`config.mk`:
```
export PLATFORM = sky130hd
export DESIGN_NAME = dmem_arbiter
export DESIGN_NICKNAME = d
export VERILOG_FILES = /design/src/rtl/arb_pkg.sv /design/src/rtl/arb_fairness.sv /design/src/rtl/dmem_arbiter.sv
export SDC_FILE = /design/constraint.sdc
export NUM_CORES = 1
export LEC_CHECK = 0
export BUFFER_PORTS_ARGS = -buffer_cell sky130_fd_sc_hd__buf_2
export CORE_ASPECT_RATIO = 0.6
export CORE_UTILIZATION = 34
export DETAILED_ROUTE_END_ITERATION = 12
export GPL_TIMING_DRIVEN = 0
export PLACE_DENSITY = 0.78
export SLEW_MARGIN = 20
export SYNTH_ARGS = -nofsm -noshare
export SYNTH_HDL_FRONTEND = slang
export SYNTH_SLANG_ARGS = --single-unit
export TNS_END_PERCENT = 20
```
`constraint.sdc`:
```
create_clock -name clk -period 1.8 [get_ports clk]
set_input_delay 0.18 -clock clk [delete_from_list [all_inputs] [get_ports clk]]
set_output_delay 0.18 -clock clk [all_outputs]
set_load 0.1 [all_outputs]
```
`src/rtl/arb_pkg.sv`:
```
// Shared types for the data-memory arbiter.
package arb_pkg;

    // Which side currently has priority on a conflict.
    typedef enum logic {
        OWN_CORE,
        OWN_EXT
    } arb_state_t;

    // Which requester drives the memory this cycle.
    typedef enum logic [1:0] {
        SEL_NONE,
        SEL_CORE,
        SEL_EXT
    } arb_sel_t;

    localparam int unsigned STREAK_W = 3;

endpackage

```
`src/rtl/arb_fairness.sv`:
```
// Ownership state, streak counter and per-cycle requester selection.
module arb_fairness
    import arb_pkg::*;
#(
    parameter int unsigned CORE_MAX = 4,
    parameter int unsigned EXT_MAX  = 2
) (
    input  logic     clk,
    input  logic     rst,
    input  logic     core_req,
    input  logic     ext_req,
    output arb_sel_t sel
);

    localparam logic [STREAK_W-1:0] CORE_LIM = STREAK_W'(CORE_MAX);
    localparam logic [STREAK_W-1:0] EXT_LIM  = STREAK_W'(EXT_MAX);

    arb_state_t          state, state_nx;
    logic [STREAK_W-1:0] streak, streak_nx;

    // State and streak registers.
    always_ff @(posedge clk or negedge rst) begin
        if (!rst) begin
            state  <= OWN_CORE;
            streak <= '0;
        end else begin
            state  <= state_nx;
            streak <= streak_nx;
        end
    end

    // Owner keeps a conflict until its streak reaches its limit; the winner
    // of a handover starts its new streak at 1.
    always_comb begin
        state_nx  = state;
        streak_nx = streak;
        sel       = SEL_NONE;
        case (state)
            OWN_CORE: begin
                if (core_req && ext_req) begin
                    if (streak < CORE_LIM) begin
                        sel       = SEL_CORE;
                        streak_nx = streak + 1'b1;
                    end else begin
                        sel       = SEL_EXT;
                        state_nx  = OWN_EXT;
                        streak_nx = STREAK_W'(1);
                    end
                end else if (core_req) begin
                    sel = SEL_CORE;
                end else if (ext_req) begin
                    sel       = SEL_EXT;
                    state_nx  = OWN_EXT;
                    streak_nx = STREAK_W'(1);
                end else begin
                    streak_nx = '0;
                end
            end
            OWN_EXT: begin
                if (core_req && ext_req) begin
                    if (streak < EXT_LIM) begin
                        sel       = SEL_EXT;
                        streak_nx = streak + 1'b1;
                    end else begin
                        sel       = SEL_CORE;
                        state_nx  = OWN_CORE;
                        streak_nx = STREAK_W'(1);
                    end
                end else if (ext_req) begin
                    sel = SEL_EXT;
                end else if (core_req) begin
                    sel       = SEL_CORE;
                    state_nx  = OWN_CORE;
                    streak_nx = STREAK_W'(1);
                end else begin
                    streak_nx = '0;
                end
            end
            default: begin
                state_nx  = OWN_CORE;
                streak_nx = '0;
            end
        endcase
    end

endmodule

```
`src/rtl/dmem_arbiter.sv`:
```
// Shares the single-port data memory between the core and an external port.
module dmem_arbiter
    import arb_pkg::*;
#(
    parameter int unsigned CORE_MAX = 4,
    parameter int unsigned EXT_MAX  = 2
) (
    input  logic       clk,
    input  logic       rst,
    input  logic       core_rd,
    input  logic       core_wr,
    input  logic [7:0] core_addr,
    input  logic [7:0] core_wdata,
    output logic [7:0] core_rdata,
    output logic       core_stall,
    input  logic       ext_req,
    input  logic       ext_we,
    input  logic [7:0] ext_addr,
    input  logic [7:0] ext_wdata,
    output logic       ext_gnt,
    output logic       ext_rvalid,
    output logic [7:0] ext_rdata,
    output logic       mem_rd,
    output logic       mem_wr,
    output logic [7:0] mem_addr,
    output logic [7:0] mem_wdata,
    input  logic [7:0] mem_rdata
);

    arb_sel_t sel;
    logic     core_req;

    assign core_req = core_rd | core_wr;

    arb_fairness #(
        .CORE_MAX (CORE_MAX),
        .EXT_MAX  (EXT_MAX)
    ) u_fair (
        .clk      (clk),
        .rst      (rst),
        .core_req (core_req),
        .ext_req  (ext_req),
        .sel      (sel)
    );

    assign ext_gnt    = (sel == SEL_EXT);
    assign core_stall = core_req & ext_gnt;

    // Route the served requester onto the memory bus; rd+wr from the core is a write.
    always_comb begin
        mem_rd     = 1'b0;
        mem_wr     = 1'b0;
        mem_addr   = '0;
        mem_wdata  = '0;
        core_rdata = '0;
        case (sel)
            SEL_CORE: begin
                mem_wr     = core_wr;
                mem_rd     = core_rd & ~core_wr;
                mem_addr   = core_addr;
                mem_wdata  = core_wdata;
                core_rdata = mem_rdata;
            end
            SEL_EXT: begin
                mem_wr    = ext_we;
                mem_rd    = ~ext_we;
                mem_addr  = ext_addr;
                mem_wdata = ext_wdata;
            end
            default: ;
        endcase
    end

    // Capture external read data on the grant edge; valid pulses the next cycle.
    always_ff @(posedge clk or negedge rst) begin
        if (!rst) begin
            ext_rvalid <= 1'b0;
            ext_rdata  <= '0;
        end else begin
            ext_rvalid <= ext_gnt & ~ext_we;
            if (ext_gnt && !ext_we) begin
                ext_rdata <= mem_rdata;
            end
        end
    end

endmodule

```
# Yosys cells after proc, flatten, opt, wreduce, memory -nomap -nowiden
# Index checks and enable logic that the tools add are counted.
totals:
  ff_bits: 13
  input_bits: 46
  out_inout_bits: 37
  wordCells: 54
op_classes:
  add_sub_neg: 1
  magnitude_cmp: 2
  n_eq_ne: 4
  mux: 32
  n_bitwise: 7
  n_reduce_logical: 4
op_table:
  columns: ["cell", "count"]
  rows:
  - ["$pmux 8 s2", 2]
  - ["$mux 3", 6]
  - ["$mux 2", 7]
  - ["$mux 1", 11]
  - ["$mux 8", 1]
  - ["$pmux 1 s2", 3]
  - ["$pmux 3 s2", 1]
  - ["$pmux 2 s2", 1]
  - ["$add 3x1->3 const B", 1]
  - ["$and 1x1->1", 3]
  - ["$lt 3x2->1 const B", 1]
  - ["$lt 3x3->1 const B", 1]
  - ["$ne 3x2->1 const B", 1]
  - ["$ne 3x3->1 const B", 1]
  - ["$not 1->1", 3]
  - ["$eq 2x1->1 const B", 1]
  - ["$eq 2x2->1 const B", 1]
  - ["$logic_and 1x1->1", 2]
  - ["$reduce_and 2->1", 1]
  - ["$logic_not 1->1", 1]
  - ["$or 1x1->1", 1]

# Logic depth before layout (Yosys ltp)
depth:
  ltp_word: 7
  depth_mapped: 9
  ltp_nobuf: 6

# By module
# A second synthesis with hierarchy kept.
hier_totals:
  hier_cells: 111
  area_unflattened_um2: 1023.5
modules_own_cells:
  columns: ["module", "instances", "cells_each", "area_each_um2", "seq_area_each_um2"]
  rows:
  - ["dmem_arbiter", 1, 77, 709.4, 225.2]
  - ["arb_fairness", 1, 34, 314.1, 100.1]

# Worst setup path before layout
# Ideal clock, no wire load.
synth_path:
  kind: "reg-to-output"
  start: "register u_fair.state"
  end: "output port mem_wdata[1]"
  t_arrival_ps: 3605
  required_time_ps: 1620
  path_slack_ps: -1985
  stages_incl_launch_ff: 9
  n_path_buf: 2
  path_cell_list: "dfrtp_1 -> buf_6 -> or3b_1 -> o21ai_2 -> a21o_1 -> ha_1 -> buf_2 -> a22oi_1 -> nor2_1"
synth_via:
  elab_chain_cells: 4
  elab_cells_between_ends: 5
  cone_classes: "eq/ne: 2; mux: 2; bitwise: 1"
synth_rtl:
  columns: ["item", "line", "text"]
  rows:
  - ["start: declaration", "arb_fairness.sv:18", "arb_state_t state, state_nx;"]
  - ["start signal: assignment", "arb_fairness.sv:27", "state <= state_nx;"]
  - ["$not 1->1", "arb_fairness.sv:38", "case (state)"]
  - ["$pmux 2 s2 *", "arb_fairness.sv:38", null]
  - ["$eq 2x2->1 *", null, null]
  - ["via ext_gnt", "dmem_arbiter.sv:20", "output logic ext_gnt,"]
  - ["$pmux 8 s2 *", "dmem_arbiter.sv:56", "case (sel)"]
  - ["end: declaration", "dmem_arbiter.sv:26", "output logic [7:0] mem_wdata,"]
# Mark *: on every way through the listed nets, which the timed path passes. The rest lies on a longest branch.

# Worst setup path after layout
layout_path:
  start: "register u_fair.streak[1]"
  end: "output port mem_addr[1]"
layout_via:
  elab_chain_cells: 6
  elab_cells_between_ends: 10
  cone_classes: "order compare: 2; eq/ne: 2; mux: 6"
layout_rtl:
  columns: ["item", "line", "text"]
  rows:
  - ["start: declaration", "arb_fairness.sv:19", "logic [STREAK_W-1:0] streak, streak_nx;"]
  - ["start signal: assignment", "arb_fairness.sv:28", "streak <= streak_nx;"]
  - ["$lt 3x2->1 / $lt 3x3->1 (equally long branches)", "arb_fairness.sv:61, arb_fairness.sv:41", null]
  - ["$mux 2 (on tied branches)", "arb_fairness.sv:61, arb_fairness.sv:41", null]
  - ["$mux 2 (on tied branches)", "arb_fairness.sv:60, arb_fairness.sv:40", null]
  - ["$pmux 2 s2 *", "arb_fairness.sv:38", null]
  - ["$eq 2x2->1 / $eq 2x1->1 (equally long branches)", "dmem_arbiter.sv:56", null]
  - ["$pmux 8 s2 *", "dmem_arbiter.sv:56", null]
  - ["end: declaration", "dmem_arbiter.sv:25", "output logic [7:0] mem_addr,"]
# Every way passes the cells marked *; elsewhere a longest branch is shown, timed or not.

==> qor.yml <==
clkLatencyLatePin_ns: 0.25
setup_violations: 36
gp_congestion: 0.712
wl_um: 4660
rows: 14
drv_cap: 0
netlist.area_leader.share_pct: 33.0
slew_headroom_pct: 59.2
grt_first_pass_wirelength_um: 7180
die-area_um2: 3120
grt_pass1_vias: 1405
coreArea_um2: 2630
h-tree-depth: 1
fin_crit_ns: 2.48
rsz0062_at_grt: "yes"
final_area_um2: 2340
wl_per_cell_um: 19.4
dr.pass1.iters: 4
cp_max_fo: 5
synth-seq-cells: 13
p_comb_share_pct: 84.5
synthArstFlopShare_pct: 100
hold_path.class: "in2reg"
cts_tree: "done"
drt_iter0_markers: 88
start_kind: "flop"
fill_cells: 106
overflow: 0
synth-main-ff-cell: "dfrtp_1"
irDropWorstVdd_uv: 1270
power.switching_mw: 3.01
dp_cells: 223
antenna-diode-count: 0
cp-end-kind: "output port"
multi_input_area_um2: 852
ys_top_cells_by_count: "nor2_1, a22oi_1, dfrtp_1, and2_1, mux2_2"
place_hpwl_um: 2470
dpl_cell_area_um2: 1680
tightestPinTransition_ns: 0.610
die_x_um: 71.5
finalPower_mw: 4.99
yosys-top-cells-area: "dfrtp_1, a22oi_1, mux2_2, nor2_1, ha_1"
yosys_warnings: 0
start_util_pct: 37.5
p_seq_share_pct: 10.1
fin_cells: 241
num-nets-final: 261
swShare_pct: 60.3
ant_nets: 0
yosys.area.top_type: "dfrtp_1"
grt_max_degree: 14
finalWorstSetupSlack_ns: -0.680
die_y_um: 43.7
intPower_mw: 1.98
max_freq_mhz: 403
clock_skew_ns: 0.00202
synth_fp_nets: 161
failed_checks: "setup timing"
crit_required_ns: 1.62
finalHoldViolations: 0
min_period_over_period_pct: 138
power-per-cell-area_nw_per_um2: 2130
ys_types: 32
regArea_um2: 327
antenna_found_initial: 0
slew_violations: 0
syn_inst: 110
drive_above_1_share_pct: 73.2
cts_inserted_buffers: 3
power.leakage_nw: 1.06
root_buffer: "clkbuf_8"
drc: 0
top_level_ports: 83
syn2layout_area_growth_pct: 138
status: "complete, but fails checks"
clock_sinks: 13
worstPathArrival_ns: 2.30
syn_area_um2: 985
portBuffers: 81
num_vias: 1346
place_ws_ns: -0.714
syn_avg_cell_area_um2: 8.95
synth_edf_count: 0
crit_type: "reg2out"
clkTransAtPathRegs_ns: 0.06
grtUsageTotal_pct: 30.9
viasPerCell: 5.59
p_clk_share_pct: 5.4
yosysMostFrequentCell: "nor2_1"
cts_max_path_buffers: 2
ys_seq_area_share_pct: 33.0
[cell families after synthesis]
kind of cell	after synthesis	share of synthesized area [%]
mux	9	10.2
compound gates	33	24.3
fa+ha+maj	5	6.35
simple gates	38	20.3
buf+inv	12	5.84
flops	13	33.0
[routing by layer]
layer	GRT usage, %	share of wire [%]	routed length (um)
met5	0	0	0
met4	16.5	5.1	236
met3	8.14	6.2	289
met2	56.8	51	2360
met1	33.5	38	1780
[path summary, 6_finish.rpt]
kind                                   from                to  slack [ns]  cells after the start
setup / recovery           u_fair.streak[1]       mem_addr[1]       -0.68                      9
hold / removal                 mem_rdata[1]      ext_rdata[1]        0.17                      2
setup reg to reg           u_fair.streak[1]      ext_rdata[4]       -0.19                      8
hold reg to reg                ext_rdata[0]      ext_rdata[0]        0.51                      1
max in group asynchronous               rst  u_fair.streak[1]        1.20                      2
min in group asynchronous               rst  u_fair.streak[2]        0.35                      2
[power groups by stage]
stage / clock (mW) / combinational (mW) / sequential (mW)
after floorplan: 0 / 2.11 / 1.15
after global placement: 0 / 3.15 / 0.482
after detailed placement: 0 / 3.20 / 0.497
after CTS: 0.267 / 3.98 / 0.484
after global routing: 0.291 / 4.32 / 0.512
final: 0.270 / 4.22 / 0.502
[worst max-delay path: stages, from the launching register on]
cell	delay, ns
dfrtp_2	0.42
or3b_4	0.39
o21ai_4	0.10
a21o_1	0.18
buf_4	0.13
ha_4	0.16
bufbuf_16	0.26
a22oi_2	0.08
nor2_4	0.14
buf_12	0.18
[timing repair]
item,in CTS,in global routing
pin swaps,16,6
resized for setup,103,17
gates cloned,3,0
setup endpoints to repair,37,37
hold buffers,1,0
endpoints found under the hold margin,13,0
setup buffers,9,2
[stage by stage]
stage | util (%) | setup TNS, ns | hold WS [ns]
floorplan | - | -15.93 | -0.116
global placement | 63.8 | -16.33 | 0.0718
detailed placement | 63.8 | -19.02 | 0.0841
CTS | 85.9 | -16.24 | 0.176
global route | 89.2 | -20.39 | 0.182
finish | 89.2 | -18.18 | 0.174
[cell type report]
| type | instances | share of cell area (%) |
|---|---|---|
| buffer | 8 | 4.97 |
| clock buffer | 4 | 1.92 |
| inverter | 3 | 0.481 |
| multi-input combinational | 85 | 36.4 |
| sequential | 13 | 13.9 |
| tap | 32 | 1.71 |
| timing repair buffer | 96 | 40.6 |
[cells in the final DEF, fill, tap and decap left out, drive strengths merged, types with 2 or more instances in the layout]
cell,count
buf,96
nor2,19
a22oi,17
dfrtp,13
clkbuf,10
and2,8
mux2,8
ha,5
o22ai,3
inv,3
o21ai,3
nand2,2
or3b,2
a21oi,2
[state kept, by name (all words and copies together) (netlist names)]
name and count:
ext_rvalid 1, u_fair.state 1, u_fair.streak 3, ext_rdata 8
Note: power is estimated with default switching activity, not from simulation.
